### config.mk
export PLATFORM = sky130hd
export DESIGN_NAME = mcu_rst_req_gen_flat
export DESIGN_NICKNAME = d
export VERILOG_FILES = /design/src/rtl/mcu_rst_pkg.sv /design/src/rtl/mcu_rst_req_gen_if.sv /design/src/rtl/mcu_rst_btn_debounce.sv /design/src/rtl/mcu_rst_req_gen.sv /design/src/flat_wrapper.sv
export SDC_FILE = /design/constraint.sdc
export NUM_CORES = 1
export LEC_CHECK = 0
export CORE_AREA = 8 8 77 79
export DETAILED_ROUTE_END_ITERATION = 8
export DIE_AREA = 0 0 85 87
export GPL_ROUTABILITY_DRIVEN = 1
export PLACE_DENSITY = 0.68
export SLEW_MARGIN = 20
export SYNTH_ARGS = -nofsm -noshare
export SYNTH_HDL_FRONTEND = slang
export SYNTH_SLANG_ARGS = --single-unit
### constraint.sdc
create_clock -name sys_clk -period 2.3 [get_ports sys_clk]
set_input_delay 0.345 -clock sys_clk [delete_from_list [all_inputs] [get_ports sys_clk]]
set_output_delay 0.345 -clock sys_clk [all_outputs]
set_load 0.02 [all_outputs]
### src/rtl/mcu_rst_pkg.sv
// Shared types and constants for the MCU reset-request generator.
// Holds the sequencer states, the request kind and the rst_cause bit positions.
package mcu_rst_pkg;

  typedef enum logic [1:0] {
    IDLE    = 2'd0,
    ASSERT  = 2'd1,
    HOLDOFF = 2'd2
  } rst_state_e;

  typedef enum logic {
    CORE = 1'b0,
    SYS  = 1'b1
  } rst_kind_e;

  localparam int CAUSE_CORE_SW = 0;
  localparam int CAUSE_SYS_SW  = 1;
  localparam int CAUSE_WDT     = 2;
  localparam int CAUSE_BTN     = 3;

  // Bit 0 of the request drives the core reset, bit 1 drives the system reset.
  function automatic logic [1:0] kind_to_req(input rst_kind_e kind);
    logic [1:0] req;
    if (kind == SYS) begin
      req = 2'b10;
    end else begin
      req = 2'b01;
    end
    return req;
  endfunction

endpackage

### src/rtl/mcu_rst_req_gen_if.sv
// Request/status bundle between the CPU-side logic and the reset-request generator.
// The master side raises requests and services the watchdog; the slave side is the generator.
interface mcu_rst_req_gen_if;
  import mcu_rst_pkg::*;

  logic [1:0] cpu_soft_rst_req;
  logic       btn_rst_n;
  logic       wdt_en;
  logic       wdt_kick;
  logic       cause_clr;
  logic [1:0] soft_rst_out;
  logic [3:0] rst_cause;
  logic       req_busy;

  modport master (
    output cpu_soft_rst_req,
    output btn_rst_n,
    output wdt_en,
    output wdt_kick,
    output cause_clr,
    input  soft_rst_out,
    input  rst_cause,
    input  req_busy
  );

  modport slave (
    input  cpu_soft_rst_req,
    input  btn_rst_n,
    input  wdt_en,
    input  wdt_kick,
    input  cause_clr,
    output soft_rst_out,
    output rst_cause,
    output req_busy
  );

endinterface

### src/rtl/mcu_rst_btn_debounce.sv
// Button synchronizer and debouncer: emits one single-cycle press_pulse per stable press.
// A new pulse needs the synchronized button to be seen released first.
module mcu_rst_btn_debounce #(
  parameter int DEBOUNCE_LEN = 1000
) (
  input  logic sys_clk,
  input  logic mcu_rst_signal,
  input  logic btn_rst_n,
  output logic press_pulse
);

  localparam int CW = (DEBOUNCE_LEN > 2) ? $clog2(DEBOUNCE_LEN) : 1;
  localparam logic [CW-1:0] CNT_ZERO = {CW{1'b0}};
  localparam logic [CW-1:0] CNT_ONE  = CW'(1);
  localparam logic [CW-1:0] CNT_LAST = CW'(DEBOUNCE_LEN - 1);

  logic          sync1_r;
  logic          sync2_r;
  logic [CW-1:0] cnt_r;
  logic          armed_r;
  logic          press_r;

  // Two-flop synchronizer; idles high so reset looks like a released button.
  always_ff @(posedge sys_clk or negedge mcu_rst_signal) begin
    if (!mcu_rst_signal) begin
      sync1_r <= 1'b1;
      sync2_r <= 1'b1;
    end else begin
      sync1_r <= btn_rst_n;
      sync2_r <= sync1_r;
    end
  end

  // Low-time counter with a one-shot that re-arms only on a released sample.
  always_ff @(posedge sys_clk or negedge mcu_rst_signal) begin
    if (!mcu_rst_signal) begin
      cnt_r   <= CNT_ZERO;
      armed_r <= 1'b1;
      press_r <= 1'b0;
    end else if (sync2_r) begin
      cnt_r   <= CNT_ZERO;
      armed_r <= 1'b1;
      press_r <= 1'b0;
    end else if (armed_r) begin
      if (cnt_r == CNT_LAST) begin
        cnt_r   <= cnt_r;
        armed_r <= 1'b0;
        press_r <= 1'b1;
      end else begin
        cnt_r   <= cnt_r + CNT_ONE;
        armed_r <= 1'b1;
        press_r <= 1'b0;
      end
    end else begin
      cnt_r   <= cnt_r;
      armed_r <= 1'b0;
      press_r <= 1'b0;
    end
  end

  assign press_pulse = press_r;

endmodule

### src/rtl/mcu_rst_req_gen.sv
// Reset-request generator: merges CPU, button and watchdog sources into fixed-length
// soft-reset pulses for the MCU reset block and keeps a sticky record of the cause.
module mcu_rst_req_gen
  import mcu_rst_pkg::*;
#(
  parameter int PULSE_LEN    = 4,
  parameter int HOLDOFF_LEN  = 16,
  parameter int DEBOUNCE_LEN = 1000,
  parameter int WDT_TIMEOUT  = 65536
) (
  input logic              sys_clk,
  input logic              mcu_rst_signal,
  mcu_rst_req_gen_if.slave rst_if
);

  localparam int SEQ_MAX = (PULSE_LEN > HOLDOFF_LEN) ? PULSE_LEN : HOLDOFF_LEN;
  localparam int SCW     = (SEQ_MAX > 2) ? $clog2(SEQ_MAX) : 1;
  localparam int WCW     = (WDT_TIMEOUT > 2) ? $clog2(WDT_TIMEOUT) : 1;

  localparam logic [SCW-1:0] SEQ_ZERO     = {SCW{1'b0}};
  localparam logic [SCW-1:0] SEQ_ONE      = SCW'(1);
  localparam logic [SCW-1:0] PULSE_LAST   = SCW'(PULSE_LEN - 1);
  localparam logic [SCW-1:0] HOLDOFF_LAST = SCW'(HOLDOFF_LEN - 1);
  localparam logic [WCW-1:0] WDT_ZERO     = {WCW{1'b0}};
  localparam logic [WCW-1:0] WDT_ONE      = WCW'(1);
  localparam logic [WCW-1:0] WDT_LOAD     = WCW'(WDT_TIMEOUT - 1);

  logic [1:0]     cpu_prev_r;
  logic [1:0]     cpu_edge_s;
  logic           btn_press_s;
  logic [WCW-1:0] wdt_cnt_r;
  logic           wdt_armed_r;
  logic           wdt_expire_s;
  logic           set_core_s;
  logic           set_sys_s;
  logic           take_sys_s;
  logic           take_core_s;
  logic [3:0]     cause_set_s;
  logic           pend_core_r;
  logic           pend_sys_r;
  rst_state_e     state_r;
  rst_kind_e      kind_r;
  logic [SCW-1:0] seq_cnt_r;
  logic [1:0]     soft_rst_out_r;
  logic           req_busy_r;
  logic [3:0]     rst_cause_r;

  mcu_rst_btn_debounce #(
    .DEBOUNCE_LEN (DEBOUNCE_LEN)
  ) u_btn_debounce (
    .sys_clk        (sys_clk),
    .mcu_rst_signal (mcu_rst_signal),
    .btn_rst_n      (rst_if.btn_rst_n),
    .press_pulse    (btn_press_s)
  );

  // History of the CPU request levels for rising-edge detection.
  always_ff @(posedge sys_clk or negedge mcu_rst_signal) begin
    if (!mcu_rst_signal) begin
      cpu_prev_r <= 2'b00;
    end else begin
      cpu_prev_r <= rst_if.cpu_soft_rst_req;
    end
  end

  assign cpu_edge_s = rst_if.cpu_soft_rst_req & ~cpu_prev_r;

  // A kick on the expiry cycle reloads instead of firing.
  assign wdt_expire_s = rst_if.wdt_en & wdt_armed_r & (wdt_cnt_r == WDT_ZERO) & ~rst_if.wdt_kick;

  // Watchdog down-counter; freezes after expiry until the enable is dropped.
  always_ff @(posedge sys_clk or negedge mcu_rst_signal) begin
    if (!mcu_rst_signal) begin
      wdt_cnt_r   <= WDT_ZERO;
      wdt_armed_r <= 1'b0;
    end else if (!rst_if.wdt_en) begin
      wdt_cnt_r   <= WDT_LOAD;
      wdt_armed_r <= 1'b1;
    end else if (!wdt_armed_r) begin
      wdt_cnt_r   <= wdt_cnt_r;
      wdt_armed_r <= 1'b0;
    end else if (rst_if.wdt_kick) begin
      wdt_cnt_r   <= WDT_LOAD;
      wdt_armed_r <= 1'b1;
    end else if (wdt_cnt_r == WDT_ZERO) begin
      wdt_cnt_r   <= wdt_cnt_r;
      wdt_armed_r <= 1'b0;
    end else begin
      wdt_cnt_r   <= wdt_cnt_r - WDT_ONE;
      wdt_armed_r <= 1'b1;
    end
  end

  // Event decode shared by the pend flags and the cause register.
  always_comb begin
    set_core_s  = cpu_edge_s[0];
    set_sys_s   = cpu_edge_s[1] | btn_press_s | wdt_expire_s;
    take_sys_s  = (state_r == IDLE) & pend_sys_r;
    take_core_s = (state_r == IDLE) & ~pend_sys_r & pend_core_r;
    cause_set_s = 4'b0000;
    cause_set_s[CAUSE_CORE_SW] = cpu_edge_s[0];
    cause_set_s[CAUSE_SYS_SW]  = cpu_edge_s[1];
    cause_set_s[CAUSE_WDT]     = wdt_expire_s;
    cause_set_s[CAUSE_BTN]     = btn_press_s;
  end

  // Sticky cause bits; a new cause beats a simultaneous clear.
  always_ff @(posedge sys_clk or negedge mcu_rst_signal) begin
    if (!mcu_rst_signal) begin
      rst_cause_r <= 4'b0000;
    end else begin
      rst_cause_r <= (rst_cause_r & ~{4{rst_if.cause_clr}}) | cause_set_s;
    end
  end

  // Request sequencer with its pend flags and registered pulse outputs.
  always_ff @(posedge sys_clk or negedge mcu_rst_signal) begin
    if (!mcu_rst_signal) begin
      state_r        <= IDLE;
      kind_r         <= CORE;
      seq_cnt_r      <= SEQ_ZERO;
      pend_core_r    <= 1'b0;
      pend_sys_r     <= 1'b0;
      soft_rst_out_r <= 2'b00;
      req_busy_r     <= 1'b0;
    end else begin
      // A system reset subsumes any pending core reset.
      pend_sys_r     <= set_sys_s | (pend_sys_r & ~take_sys_s);
      pend_core_r    <= set_core_s | (pend_core_r & ~(take_sys_s | take_core_s));
      soft_rst_out_r <= (state_r == ASSERT) ? kind_to_req(kind_r) : 2'b00;
      req_busy_r     <= (state_r != IDLE);
      case (state_r)
        IDLE: begin
          if (pend_sys_r) begin
            state_r   <= ASSERT;
            kind_r    <= SYS;
            seq_cnt_r <= PULSE_LAST;
          end else if (pend_core_r) begin
            state_r   <= ASSERT;
            kind_r    <= CORE;
            seq_cnt_r <= PULSE_LAST;
          end else begin
            state_r   <= IDLE;
            kind_r    <= kind_r;
            seq_cnt_r <= SEQ_ZERO;
          end
        end
        ASSERT: begin
          if (seq_cnt_r == SEQ_ZERO) begin
            state_r   <= HOLDOFF;
            seq_cnt_r <= HOLDOFF_LAST;
          end else begin
            state_r   <= ASSERT;
            seq_cnt_r <= seq_cnt_r - SEQ_ONE;
          end
        end
        HOLDOFF: begin
          if (seq_cnt_r == SEQ_ZERO) begin
            state_r   <= IDLE;
            seq_cnt_r <= SEQ_ZERO;
          end else begin
            state_r   <= HOLDOFF;
            seq_cnt_r <= seq_cnt_r - SEQ_ONE;
          end
        end
        default: begin
          state_r   <= IDLE;
          kind_r    <= CORE;
          seq_cnt_r <= SEQ_ZERO;
        end
      endcase
    end
  end

  assign rst_if.soft_rst_out = soft_rst_out_r;
  assign rst_if.rst_cause    = rst_cause_r;
  assign rst_if.req_busy     = req_busy_r;

endmodule

### src/flat_wrapper.sv
// flat-port wrapper written by rule: the top's interface ports become plain ports
module mcu_rst_req_gen_flat import mcu_rst_pkg::*;
#(
  parameter int PULSE_LEN    = 4,
  parameter int HOLDOFF_LEN  = 16,
  parameter int DEBOUNCE_LEN = 1000,
  parameter int WDT_TIMEOUT  = 65536
)
  (sys_clk, mcu_rst_signal, rst_if_cpu_soft_rst_req, rst_if_btn_rst_n, rst_if_wdt_en, rst_if_wdt_kick, rst_if_cause_clr, rst_if_soft_rst_out, rst_if_rst_cause, rst_if_req_busy);
  mcu_rst_req_gen_if rst_if_i ();
  input logic sys_clk;
  input logic mcu_rst_signal;
  input wire logic [$bits(rst_if_i.cpu_soft_rst_req)-1:0] rst_if_cpu_soft_rst_req;
  input wire logic [$bits(rst_if_i.btn_rst_n)-1:0] rst_if_btn_rst_n;
  input wire logic [$bits(rst_if_i.wdt_en)-1:0] rst_if_wdt_en;
  input wire logic [$bits(rst_if_i.wdt_kick)-1:0] rst_if_wdt_kick;
  input wire logic [$bits(rst_if_i.cause_clr)-1:0] rst_if_cause_clr;
  output wire logic [$bits(rst_if_i.soft_rst_out)-1:0] rst_if_soft_rst_out;
  output wire logic [$bits(rst_if_i.rst_cause)-1:0] rst_if_rst_cause;
  output wire logic [$bits(rst_if_i.req_busy)-1:0] rst_if_req_busy;
  assign rst_if_i.cpu_soft_rst_req = rst_if_cpu_soft_rst_req;
  assign rst_if_i.btn_rst_n = rst_if_btn_rst_n;
  assign rst_if_i.wdt_en = rst_if_wdt_en;
  assign rst_if_i.wdt_kick = rst_if_wdt_kick;
  assign rst_if_i.cause_clr = rst_if_cause_clr;
  assign rst_if_soft_rst_out = rst_if_i.soft_rst_out;
  assign rst_if_rst_cause = rst_if_i.rst_cause;
  assign rst_if_req_busy = rst_if_i.req_busy;
  mcu_rst_req_gen #(.PULSE_LEN(PULSE_LEN), .HOLDOFF_LEN(HOLDOFF_LEN), .DEBOUNCE_LEN(DEBOUNCE_LEN), .WDT_TIMEOUT(WDT_TIMEOUT)) u_core (.sys_clk(sys_clk), .mcu_rst_signal(mcu_rst_signal), .rst_if(rst_if_i));
endmodule
; ---- After elaboration in Yosys (flattened, before gate mapping)
; Index checks and enable logic that the tools add are counted.
; W data, S select, Z words.
[totals]
regBits = 49
latchBits = 0
ram_bits = 0
rom_bits = 0
inputBits = 8
mem_count = 0
[op_classes]
add_sub_neg = 3
multipliers = 0
n_div = 0
magnitude_cmp = 0
eq_ne = 7
shift = 0
mux = 32
bitwise_logic = 23
reduce_logical = 9
[ops]
columns = operator, count
row1 = $mux W16, 4
row2 = $mux W10, 3
row3 = $logic_not A16 Y1, 1
row4 = $sub A16 B1 Y16 const B, 1
row5 = $mux W1, 13
row6 = $mux W2, 6
row7 = $mux W4, 3
row8 = $pmux W4 S3, 1
row9 = $add A10 B1 Y10 const B, 1
row10 = $eq A10 B10 Y1 const B, 1
row11 = $and A1 B1 Y1, 8
row12 = $pmux W2 S3, 1
row13 = $reduce_and A2 Y1, 3
row14 = $not A1 Y1, 5
row15 = $or A1 B1 Y1, 5
row16 = $and A4 B4 Y4, 1
row17 = $logic_not A4 Y1, 1
row18 = $not A4 Y4, 1
row19 = $or A4 B4 Y4, 1
row20 = $reduce_bool A2 Y1, 2
row21 = $sub A4 B1 Y4 const B, 1
row22 = $ne A3 B1 Y1 const B, 1
row23 = $ne A3 B3 Y1 const B, 1
row24 = $and A2 B2 Y2, 1
row25 = other kinds (8), 8

; ---- Longest topological paths before layout
[logic_depth]
depth_word = 7
ltp_mapped = 8

; ---- Cells and area by module
; Synthesis repeated with hierarchy kept, for this count alone.
[unflattened]
hier_cells = 251
area_unflattened_um2 = 2429.8
[modules_own_cells]
columns = mod, instances, cells_each, area_each_um2, seq_area_each_um2
row1 = mcu_rst_req_gen, 1, 185, 1735.4, 875.8
row2 = mcu_rst_btn_debounce, 1, 66, 694.4, 354.1

; ---- Worst setup path before layout
; No wires, ideal clock.
[synth_path]
path_type = flip-flop to flip-flop
startpoint = register u_core.wdt_cnt_r[10]
endpoint = register u_core.wdt_cnt_r[11]
setup_time_ns = 0.082
arrival_time_ns = 1.948
required_ns = 2.218
slack_ns = 0.270
path_stages_with_launch = 8
synth_period_minus_slack_ns = 2.030
cell_sequence = dfrtp_1 > or4_1 > buf_2 > nor4_4 > a21oi_2 > and2_1 > buf_6 > a31oi_1
[synth_via]
elab_chain_cells = 5
[synth_lines]
columns = element, line
row1 = from (decl), mcu_rst_req_gen.sv:31  ; logic [WCW-1:0] wdt_cnt_r;
row2 = from (signal assigned), mcu_rst_req_gen.sv:80  ; wdt_cnt_r <= wdt_cnt_r;
row3 = from (signal assigned), mcu_rst_req_gen.sv:86  ; wdt_cnt_r <= wdt_cnt_r;
row4 = from (signal assigned), mcu_rst_req_gen.sv:89  ; wdt_cnt_r <= wdt_cnt_r - WDT_ONE;
row5 = $sub A16 B1 Y16, mcu_rst_req_gen.sv:89
row6 = $mux W16, mcu_rst_req_gen.sv:85  ; end else if (wdt_cnt_r == WDT_ZERO) begin
row7 = $mux W16, mcu_rst_req_gen.sv:82  ; end else if (rst_if.wdt_kick) begin
row8 = $mux W16, mcu_rst_req_gen.sv:79  ; end else if (!wdt_armed_r) begin
row9 = $mux W16, mcu_rst_req_gen.sv:76  ; end else if (!rst_if.wdt_en) begin
; Several ways; a longest one is shown, not always the timed one. The select of a mux whose other input is x is not followed.
; A chain may end at the register's enable or synchronous reset.

; ---- Final worst setup path
[layout_path]
startpoint = register u_core.wdt_cnt_r[0]
endpoint = register u_core.wdt_cnt_r[2]
; The elaborated chain is that of the path after synthesis.

==> metrics.txt <==
DR DRC count 0; CP Capture Type register; TritonCTS Buffers 5; Netlist Area Pre-Place approximately 0.0023 mm^2; Port Buffers 14; Worst Path Max Fanout 6; fraction of registers with async set/reset 1.000; Skew-Pair Late Insertion Delay approximately 0.30 ns; # resized after CTS 0; Pwr Density roughly 760 mW/mm^2; Max Slew Vio Count 0; Final ANT Viol Nets 0; largest area contributor in the netlist dfrtp_1; gr ovfl total 0; yosys warns 0; drt wl/cell about 13 um; I/O pins 15; dpl hpwl approximately 3100 um; Diodes inserted 0; via count roughly 1,700; synth unique cells between 40 and 50; CTS Hold Bufs 0; Mapped Nets 244; total length of routed wires approximately 4200 um; crit path DAT between 2 and 2.5 ns; CTS Buffer Depth 2; CTS tree yes; initial antenna violation count 0; Max VDD drop about 0.28 mV; Clock power frac 0.271; GRT Resource Usage Total 0.1287; largest net degree at the start of global routing 30; synthesis-to-layout area growth 15.67%; register area share after synthesis 0.5348; Vias/cell around 5.5; CP Buf/Inv Count 1; vias in the first global route about 1,600; clock root cell clkbuf_8; Reg power frac 0.507; CP peak stage delay 0.47 ns; Die Y approximately 87 um; critical path's slowest cell or4bb_1; combinational share of power 0.222; Cells after Synth around 230; Critical Path, Cell by Cell inv_1 > ha_1 > or4bb_1 > nor4_4 > a21oi_2 > and2_1 > a31oi_1; Site Rows 26; number of synthesized flops with an enable pin 0; Synth Area per Inst ~10 um^2; cell family with most CP delay simple AND/OR/NAND/NOR gates; Fmax ~490 MHz; first-pass GRT wire length ~7600 um; Yosys reg bits just under 50; Core Region between 0.004 and 0.005 mm^2; DRT iter0 DRCs 72; DRT Pass-1 Iters 4; CP Class register to register; leading cell type in the layout, fill and taps excluded dfrtp_1; initial core utilization 0.4744; clock sink count 49; maxcap violations 0; internal power around 1.4 mW; share of the synthesized area in the top cell type 0.5005; commonest cells after routing, fill and taps aside 46 x dfrtp_1, 18 x nor2_1, 18 x a21oi_1, 18 x nand2_1, 13 x clkdlybuf4s50_1; chip width around 85 um; Net Sw Power between 0.5 and 0.6 mW; GPL Wtd Cong a little over 0.8; RSZ-0062 raised after global routing false; Final Cycle Share 0.8878; worst hold path class input pin to async pin; nets@finish 270; Slew Limit Headroom 0.5893; Net Sw Frac 0.2945; top_reg_cell synth dfrtp_1; Worst Max-Slew Pin Slew around 0.6 ns; Critical Path RT 2.52 ns; CP startpoint kind register; final hold violations 0; Core Util, Final 0.5488; # H-tree levels 2; clock transition time at the flip-flop clock pins of the worst setup and hold paths approximately 0.080 ns; Fin Setup TNS 0 ns; share of cells above drive strength 1 0.1211; Worst Skew roughly 0.0052 ns; Synth area leaders dfrtp_1 50%, a21oi_1 3.9%, ha_1 3.8%; endpoints failing setup 0; minimum clock period 2.042 ns; status complete, no violations; Leak 1.075 nW; full die area around 0.0074 mm^2; setup bufs post-CTS 0
-- flip-flops by register name (all words and copies together), names as in the netlist, 2 cells and up --
signal	flops
u_core.cpu_prev_r	2
u_core.rst_if.rst_cause	4
u_core.rst_if.soft_rst_out	2
u_core.seq_cnt_r	4
u_core.state_r	2
u_core.u_btn_debounce.cnt_r	10
u_core.wdt_cnt_r	16
-- worst paths after layout --
kind                            cells past startpoint  slack (ns)                     startpoint                             to
worst max-delay path                                7        0.26            u_core.wdt_cnt_r[0]            u_core.wdt_cnt_r[2]
worst min-delay path                                1        0.05                 mcu_rst_signal     u_core.rst_if.rst_cause[0]
worst max register to register                      7        0.26            u_core.wdt_cnt_r[0]            u_core.wdt_cnt_r[2]
worst min register to register                      0        0.36  u_core.u_btn_debounce.sync1_r  u_core.u_btn_debounce.sync2_r
max in group asynchronous                           2        1.58                 mcu_rst_signal  u_core.u_btn_debounce.sync2_r
min in group sys_clk                                0        0.36  u_core.u_btn_debounce.sync1_r  u_core.u_btn_debounce.sync2_r
-- final cells by class --
cell class              instances  area [um^2]
fillers                       413         2187
flip-flops and latches         49         1230
multi-input cells             161        988.4
repair buffers                 26        225.2
clock buffers                   7        96.34
well taps                      56        70.07
inverters                      12        45.04
clock inverters                 1        5.005
-- through the flow --
step           hold slack [ns]  cell area, um^2  std cells  total power [mW]  setup WS [ns]
2_1_floorplan          0.04941             2300        229             1.356         0.2697
3_3_place_gp            0.3462             2559        304             1.496        0.09026
3_5_place_dp            0.3490             2559        304             1.511        0.03382
4_1_cts                0.06255             2660        312             2.066         0.2508
5_1_grt                0.09572             2660        312             2.167         0.1100
6_report               0.04677             2660        312             2.035         0.2580
-- cells in the mapped netlist (2+ instances only) --
cell type	n
buf_2	2
or4_1	3
ha_1	7
a21oi_1	18
nor2_1	18
nor3_1	11
nand4_1	2
nand3_1	12
clkbuf_1	4
or2_2	2
nand2b_1	5
a31oi_1	5
o21ai_0	12
nor3b_1	3
xnor2_1	6
o31ai_1	2
dfrtp_1	46
nor4_1	5
and2_1	2
or3_1	4
dfstp_2	3
nand2_1	18
xor2_1	4
nor2b_1	3
inv_1	12
-- worst reg2reg max path, delay by kind of cell, from the launching register on --
kind,cells,cell delay [ns]
flip-flops,1,0.44
AO/OA/AOI/OAI,2,0.29
AND/OR/NAND/NOR,3,0.97
adder cells (fa/ha/maj),1,0.15
buffers and inverters,1,0.10
-- power by group through the flow --
stage / registers (mW) / clock network (mW) / logic [mW]
2_1_floorplan: 1.07 / 0 / 0.290
3_3_place_gp: 1.05 / 0 / 0.449
3_5_place_dp: 1.05 / 0 / 0.460
4_1_cts: 1.03 / 0.571 / 0.461
5_1_grt: 1.05 / 0.605 / 0.512
6_report: 1.03 / 0.551 / 0.452
-- cell families (layout without fill, tap and decap cells) --
logic type	Yosys count	after routing	share of synthesized area
and+or+nand+nor	95	95	0.2247
DFF	49	49	0.5348
xor gates and xnor gates	10	10	0.03808
buffers and inverters	19	46	0.03536
AOI/OAI and AO/OA	48	48	0.1246
adders and majority gates	7	7	0.03808
muxes	1	1	0.004353
-- per-layer routing --
| metal | GRT usage | up-vias | share of wire |
|---|---|---|---|
| li1 | - | 866 | - |
| met1 | 0.1571 | 815 | 0.46 |
| met2 | 0.2045 | 43 | 0.47 |
| met3 | 0.03962 | 4 | 0.055 |
| met4 | 0.05663 | 0 | 0.012 |
| met5 | 0 | - | 0 |
(Power assumes the default switching activity.)
